$ cat src/rtl/switch_defs_pkg.sv
// ----------------------------------------------------------------------------
// switch_defs_pkg
// Definitions shared by the packet-switch SRAM path: default data widths,
// requester ids, the lock-state encoding, the outstanding-access record kept
// by the SRAM arbiter, and zero constants.
// ----------------------------------------------------------------------------
package switch_defs_pkg;

    localparam int DATA_W_DEF = 32;
    localparam int SEL_W_DEF  = DATA_W_DEF / 8;

    // Requester ids double as the index into the per-requester port arrays.
    localparam logic REQ_CPU = 1'b0;
    localparam logic REQ_PKT = 1'b1;

    typedef enum logic [1:0] {
        LK_UNLOCKED = 2'd0,
        LK_LOCKED0  = 2'd1,
        LK_LOCKED1  = 2'd2
    } lock_state_e;

    // One slot of the outstanding-access pipeline.
    typedef struct packed {
        logic valid;
        logic id;
        logic we;
    } acc_t;

    localparam logic [31:0] ZERO_WORD = 32'h0000_0000;
    localparam logic [15:0] ZERO_HALF = 16'h0000;

endpackage

$ cat src/rtl/pkt_sram_rr2.sv
// ----------------------------------------------------------------------------
// pkt_sram_rr2
// Two-way round-robin picker. Requests masked by 'block' are ignored; a lone
// eligible request wins outright, and when both are eligible the requester
// that did not win most recently gets the grant.
//
// Ports:
//   req[1:0]    raw requests (0 = CPU, 1 = packet engine)
//   last_win    id of the most recent winner
//   block[1:0]  requesters excluded from this arbitration
//   gnt[1:0]    one-hot (or zero) grant
// ----------------------------------------------------------------------------
module pkt_sram_rr2 (
    input  logic [1:0] req,
    input  logic       last_win,
    input  logic [1:0] block,
    output logic [1:0] gnt
);

    logic [1:0] eligible;

    assign eligible = req & ~block;

    // NOTE: gnt is assigned before any branch so every path drives it and no
    // latch is inferred.
    always_comb begin
        gnt = eligible;
        if (&eligible) begin
            gnt = last_win ? 2'b01 : 2'b10;
        end
    end

endmodule

$ cat src/rtl/pkt_sram_arbiter.sv
// ----------------------------------------------------------------------------
// pkt_sram_arbiter
// Shares one single-port SRAM (1-cycle read latency) between the CPU
// (requester 0) and the packet engine (requester 1). One command is accepted
// per cycle; the winner's command is registered onto the SRAM pins the next
// cycle and read data returns to the issuing requester two cycles after grant.
//
// Build option: define PKT_SRAM_ARB_LOCK_EN to enable exclusive lock
// ownership with an idle timeout; otherwise lock_i is ignored and
// lock_err_o is tied low.
//
// Ports:
//   clk, rst                     clock; asynchronous active-low reset
//   req_i, we_i, lock_i [1:0]    per-requester request, write, hold-lock
//   addr_i, wdata_i, sel_i       per-requester command (held until granted)
//   gnt_o [1:0]                  command accepted this cycle (combinational)
//   rvalid_o [1:0], rdata_o      read return, shared data bus
//   lock_err_o                   one-cycle pulse on lock timeout
//   sram_ce_o ... sram_sel_o     registered SRAM command
//   sram_rdata_i                 SRAM read data
// ----------------------------------------------------------------------------
module pkt_sram_arbiter
    import switch_defs_pkg::*;
#(
    parameter  int ADDR_W   = 16,
    parameter  int DATA_W   = DATA_W_DEF,
    parameter  int LOCK_TMO = 64,
    localparam int SEL_W    = DATA_W / 8
) (
    input  logic                   clk,
    input  logic                   rst,
    input  logic [1:0]             req_i,
    input  logic [1:0]             we_i,
    input  logic [1:0]             lock_i,
    input  logic [1:0][ADDR_W-1:0] addr_i,
    input  logic [1:0][DATA_W-1:0] wdata_i,
    input  logic [1:0][SEL_W-1:0]  sel_i,
    output logic [1:0]             gnt_o,
    output logic [1:0]             rvalid_o,
    output logic [DATA_W-1:0]      rdata_o,
    output logic                   lock_err_o,
    output logic                   sram_ce_o,
    output logic                   sram_we_o,
    output logic [ADDR_W-1:0]      sram_addr_o,
    output logic [DATA_W-1:0]      sram_wdata_o,
    output logic [SEL_W-1:0]       sram_sel_o,
    input  logic [DATA_W-1:0]      sram_rdata_i
);

    logic [1:0] rr_gnt;
    logic [1:0] block;
    logic       last_id;
    logic       win_id;
    logic       any_gnt;
    acc_t       s1;
    acc_t       s2;
    logic       s2_read;

    pkt_sram_rr2 u_rr (
        .req      (req_i),
        .last_win (last_id),
        .block    (block),
        .gnt      (rr_gnt)
    );

    // The grant is combinational, so it is forced low while reset is held.
    assign gnt_o   = rst ? rr_gnt : 2'b00;
    assign any_gnt = |gnt_o;
    assign win_id  = gnt_o[REQ_PKT];

    // NOTE: state is updated with non-blocking assignments so every register
    // samples the values from before the edge.
    always_ff @(posedge clk or negedge rst) begin
        if (!rst) begin
            // Pretend the packet engine won last so the CPU takes the first tie.
            last_id      <= REQ_PKT;
            sram_ce_o    <= 1'b0;
            sram_we_o    <= 1'b0;
            sram_addr_o  <= '0;
            sram_wdata_o <= '0;
            sram_sel_o   <= '0;
            s1           <= '0;
            s2           <= '0;
        end else begin
            sram_ce_o <= any_gnt;
            sram_we_o <= any_gnt & we_i[win_id];
            if (any_gnt) begin
                last_id      <= win_id;
                sram_addr_o  <= addr_i[win_id];
                sram_wdata_o <= wdata_i[win_id];
                sram_sel_o   <= sel_i[win_id];
            end
            // s1 tracks the access on the SRAM pins, s2 the one whose read
            // data the SRAM is returning now.
            s1 <= '{valid: any_gnt, id: win_id, we: we_i[win_id]};
            s2 <= s1;
        end
    end

    assign s2_read = s2.valid & ~s2.we;
    assign rdata_o = s2_read ? sram_rdata_i : '0;

    always_comb begin
        rvalid_o = 2'b00;
        if (s2_read) begin
            rvalid_o[s2.id] = 1'b1;
        end
    end

`ifdef PKT_SRAM_ARB_LOCK_EN
    localparam int CNT_W = $clog2(LOCK_TMO + 1);

    lock_state_e      lock_state;
    logic [CNT_W-1:0] idle_cnt;
    logic             locked;
    logic             owner;
    logic             tmo;

    assign locked = (lock_state != LK_UNLOCKED);
    assign owner  = (lock_state == LK_LOCKED1);
    // Fires in the LOCK_TMO-th consecutive idle cycle of the owner.
    assign tmo    = locked & ~req_i[owner] & (idle_cnt == CNT_W'(LOCK_TMO - 1));
    assign lock_err_o = tmo;

    always_comb begin
        block = 2'b00;
        if (lock_state == LK_LOCKED0) begin
            block[REQ_PKT] = 1'b1;
        end else if (lock_state == LK_LOCKED1) begin
            block[REQ_CPU] = 1'b1;
        end
    end

    always_ff @(posedge clk or negedge rst) begin
        if (!rst) begin
            lock_state <= LK_UNLOCKED;
            idle_cnt   <= '0;
        end else begin
            case (lock_state)
                LK_UNLOCKED: begin
                    if (any_gnt && lock_i[win_id]) begin
                        lock_state <= win_id ? LK_LOCKED1 : LK_LOCKED0;
                    end
                end
                default: begin
                    // The owner is never blocked, so a request from it is
                    // always granted here; its unlocked access releases.
                    if (gnt_o[owner]) begin
                        if (!lock_i[owner]) begin
                            lock_state <= LK_UNLOCKED;
                        end
                    end else if (tmo) begin
                        lock_state <= LK_UNLOCKED;
                    end
                end
            endcase

            if (locked && !req_i[owner] && !tmo) begin
                idle_cnt <= idle_cnt + 1'b1;
            end else begin
                idle_cnt <= '0;
            end
        end
    end
`else
    // Lock support not built: arbitration is pure round-robin.
    logic unused_lock;

    assign unused_lock = ^lock_i;
    assign block       = 2'b00;
    assign lock_err_o  = 1'b0;
`endif

endmodule
$ cat config.mk
export PLATFORM = sky130hd
export DESIGN_NAME = pkt_sram_arbiter
export DESIGN_NICKNAME = d
export VERILOG_FILES = /design/src/rtl/switch_defs_pkg.sv /design/src/rtl/pkt_sram_rr2.sv /design/src/rtl/pkt_sram_arbiter.sv
export SDC_FILE = /design/constraint.sdc
export NUM_CORES = 1
export LEC_CHECK = 0
export BUFFER_PORTS_ARGS = -buffer_cell sky130_fd_sc_hd__buf_2
export CAP_MARGIN = 5
export CORE_AREA = 2 2 93 95
export CTS_CLUSTER_SIZE = 10
export DETAILED_ROUTE_END_ITERATION = 10
export DIE_AREA = 0 0 95 97
export GPL_TIMING_DRIVEN = 0
export PLACE_DENSITY = 0.79
export SLEW_MARGIN = 20
export SYNTH_ARGS = -nofsm -noshare
export SYNTH_HDL_FRONTEND = slang
export SYNTH_SLANG_ARGS = --single-unit
$ cat constraint.sdc
create_clock -name clk -period 1.8 [get_ports clk]
set_input_delay 0.18 -clock clk [delete_from_list [all_inputs] [get_ports clk]]
set_output_delay 0.18 -clock clk [all_outputs]
set_load 0.05 [all_outputs]
# Yosys cells after proc, flatten, opt, wreduce, memory -nomap -nowiden
# Index checks and enable logic that the tools add are counted.
# totals
ff_bits	60
out_inout_bits	91
in_bits	144
wordCells	35
# classes
n_reduce_logical	3
n_mux	15
n_lt_le_gt_ge	3
n_bitwise	3
# op_table
operator	n
$mux W32	3
$mux W16	2
$mux W2	4
$mux W4	2
$lt A1 B2 Y1 const B	2
$mux W1	3
$and A1 B1 Y1	2
$reduce_and A2 Y1	1
$reduce_or A2 Y1	1
$demux W1 S1	1
$ge A1 B1 Y1 const B	1
$logic_and A1 B1 Y1	1
$not A1 Y1	1

# Longest topological paths before layout
# logic_depth
depth_word	6
ltp_mapped	6
ltp_nobuf	3

# Modules after synthesis
# From an unflattened synthesis, not the netlist that was laid out.
# hier_totals
cells_unflattened	301
hier_area_um2	3015.4
# by_module_without_submodules
mod	cells_per_inst	area_per_inst_um2	seq_area_each_um2	n_inst
pkt_sram_arbiter	297	2982.9	1502.7	1
pkt_sram_rr2	4	32.5	0.0	1

# Least setup slack after synthesis
# OpenSTA, ideal clock, no wires.
# synth_timing
path_type	reg-to-output
start	register last_id
end	output gnt_o[0]
arrival_ps	1574
n_path_buf	1
required_ps	1620
setup_slack_ps	46
path_stages_with_launch	4
path_cell_list	dfstp_2 -> inv_2 -> clkbuf_1 -> a21oi_1
# synth_between
elab_chain_len	3
# synth_lines
element	line	rtl
start, declared	pkt_sram_arbiter.sv:52	logic last_id;
start signal, assigned	pkt_sram_arbiter.sv:88	last_id <= win_id;
$mux W2	pkt_sram_rr2.sv:29	gnt = last_win ? 2'b01 : 2'b10;
$mux W2	pkt_sram_rr2.sv:28	if (&eligible) begin
$mux W2	pkt_sram_arbiter.sv:67	assign gnt_o = rst ? rr_gnt : 2'b00;
end, declared	pkt_sram_arbiter.sv:38	output logic [1:0] gnt_o,
# Every way passes these cells.

# Worst setup path after layout
# layout_timing
start	register s2[0] (netlist bit)
end	output rdata_o[20]
# layout_between
elab_chain_len	3
# layout_lines
element	line	rtl
start, declared	pkt_sram_arbiter.sv:56	acc_t s2;
start signal, assigned	pkt_sram_arbiter.sv:83	s2 <= '0;
start signal, assigned	pkt_sram_arbiter.sv:96	s2 <= s1;
$not A1 Y1	pkt_sram_arbiter.sv:100	assign s2_read = s2.valid & ~s2.we;
$and A1 B1 Y1	pkt_sram_arbiter.sv:100	
$mux W32	pkt_sram_arbiter.sv:101	assign rdata_o = s2_read ? sram_rdata_i : '0;
end, declared	pkt_sram_arbiter.sv:40	output logic [DATA_W-1:0] rdata_o,
# Every way passes these cells.

==> metrics.cfg <==
[setup_path]
cp-start-kind=flip-flop
critical_path_required_ns=1.62
crit_buf_inv=2
cp-end-kind=primary output
critPathMaxFanout=10
critPathSlowestCell=dfrtp_1
cp_data_arrival_time_ns=1.56
critPathTopFamily=buffers and inverters
worstSetupPathType=flip-flop to primary output
slowest_delay_ns=0.40
crit_path_cell_trace=nor2b_4 -> buf_2 -> and2_1 -> clkbuf_4

[yosys]
yosysTopAreaCell=dfrtp_1
yosysTopAreaCellShare_pct=45.1
ys_warn_count=0
yosysUniqueCellTypes=21
synthTopCellsByArea=dfrtp_1 (45%), o2111ai_1 (14%), a31oi_1 (9.9%)
synth_nets=510
synth-seq-cells=60
syn_inst=366
syn_area_sq_um=3270
yosysSeqAreaShare_pct=45.9
avgSynthCellArea_sq_um=8.94

[placement]
dpl.hpwl_um=9450
gp_congestion=0.758
portBuffers=231

[timing]
timing.hold.ws_ns=-0.275
hold_violations=59
post-route-period-util_pct=96.4
finalSetupViolCount=0
slew_viol_final=0
final.min_clock_period_ns=1.74
clock.fmax_ghz=0.576
clock_skew_ns=0.00945

[finish]
areaGrowthSynthToFinish_pct=46.3
seq_area_sq_um=1500
fin_nets=750
final_util_pct=58.9
multi_input_area_sq_um=1530
fillerInstances=760
drive_above_1_share_pct=44.7

[routing]
wl_um=12600
firstDrtPassIters=5
drc_errors=0
vias=3973
antenna_left=0
drt_iter0_drc=140
wl_per_cell_um=17.6
viasPerCell=5.54

[clocking]
h-tree-depth=3
insertion_delay_ns=0.34
cts_tree=built
cts_made_buffers=9
cts_sinks=60
cts_max_path_buffers=2
cts_root_buf=clkbuf_8
clk_pin_slew_ns=0.08

[grt]
use_met2_pct=49.0
use_met3_pct=7.32
grtUsageTotal_pct=27.0
antenna_found_initial=1
gr-max-usage-layer=met2
grt_pass1_vias=3947
grt.met1_usage_pct=30.6
grt_max_degree=63
grt_pass1_wl_um=19500
grt-ovfl-total=0

[die]
die_y_um=97
dieArea_sq_um=9220
io_pins=235
core_area_sq_um=8130
die_x_um=95
initial_utilization_pct=40.2
rows=33

[pwr]
powerDensity_nw_per_um2=928
ir_worst_vdd_mv=0.391
p_leak_nw=2.24

[status]
status=finished with violations
violations=negative hold slack

[flow_run]
cap_violations=0

[worst_hold_path]
hold_class=primary input to async pin

-- flip-flops by register name, summed over array words and instances, names as in the netlist --
signal and flops:
sram_we_o 1, last_id 1, sram_addr_o 16, sram_sel_o 4, s2 3, s1 3, sram_wdata_o 32
-- cell type report --
class                   instances  share of cell area [%]
multi-input cells             255                    32.0
flip-flops and latches         60                    31.4
repair buffers                231                    24.8
plain buffers                  47                    5.20
clock buffers                  10                    2.87
well taps                     105                    2.74
clock inverters                 6                   0.836
inverters                       2                   0.157
diodes                          1                  0.0523
-- logic make-up after synthesis --
| logic type | count (synthesis) | synth area share, % |
|---|---|---|
| AOI/OAI and AO/OA | 162 | 33.0 |
| and+or+nand+nor | 92 | 13.3 |
| DFF | 60 | 45.9 |
| buffers and inverters | 51 | 7.64 |
| other | 1 | 0.115 |
-- placed cells by master (no fill, tap or decap), types with 2 or more instances in the layout --
master      Yosys  routed
buf_2          11     236
dfrtp_1        59      59
nor2_1         53      53
o2111ai_1      53      53
a31oi_1        52      52
o21ai_0        48      48
and2_1         34      34
clkbuf_1       29      25
clkbuf_8        0      10
buf_6           5       8
o21ai_1         5       5
clkinvlp_4      0       4
clkbuf_4        0       3
clkbuf_2        0       2
inv_2           2       2
nand2_1         3       2
buf_4           2       2
clkinv_2        0       2
-- where the power goes --
part	switching [mW]	leakage [nW]	internal (mW)
combinational	1.26	1.48	0.457
clock	0.566	0.0803	0.531
sequential	0.0978	0.680	1.53
total	1.93	2.24	2.52
-- stage by stage --
| step | cells | area, sq um | setup slack [ns] | total power [mW] | TNS [ns] |
|---|---|---|---|---|---|
| finish | 717 | 4790 | 0.0646 | 4.44 | 0 |
| global route | 716 | 4790 | -0.0115 | 4.67 | -0.0115 |
| CTS | 716 | 4760 | 0.00872 | 4.45 | 0 |
| detailed placement | 702 | 4560 | -0.526 | 3.35 | -16.61 |
| global placement | 702 | 4560 | -1.08 | 3.32 | -48.19 |
| floorplan | 366 | 3270 | 0.0457 | 2.81 | 0 |
-- layer usage --
metal / share of wire, % / vias up / routed length, um
li1: - / 1862 / -
met3: 8.9 / 14 / 1120
met2: 52 / 211 / 6620
met1: 37 / 1886 / 4730
met5: 0 / - / 0
met4: 1.1 / 0 / 141
-- Yosys cell counts (all sizes together) --
cell and number:
inv 2, buf 20, a21boi 1, a21oi 1, nand2 3, nor2b 2
o22ai 1, o21ai 53, and2 34, o2111ai 53, a31oi 52, conb 1
dfrtp 59, dfstp 1, clkbuf 29, o21a 1, nor2 53
-- timing repair --
action / CTS / global route
setup endpoints to repair: 33 / 17
gates resized for setup: 11 / 8
buffers inserted: 0 / 0
hold endpoints to repair: 59 / 59
pin swaps: 0 / 0
cloned: 0 / 0
-- final timing paths --
path / from / to / slack [ns] / cells past startpoint
setup / recovery: s2[0]$_DFF_PN0_ / rdata_o[20] / 0.06 / 4
max in group asynchronous: rst / last_id$_DFFE_PN1P_ / 1.75 / 1
setup reg to reg: last_id$_DFFE_PN1P_ / sram_addr_o[12]$_DFFE_PN0P_ / 0.24 / 5
min in group clk: addr_i[5] / sram_addr_o[5]$_DFFE_PN0P_ / 0.10 / 3
hold reg to reg: s1[0]$_DFF_PN0_ / s2[0]$_DFF_PN0_ / 0.36 / 0
hold / removal: rst / sram_addr_o[6]$_DFFE_PN0P_ / -0.27 / 1
Power figures use the tool's default switching activity.
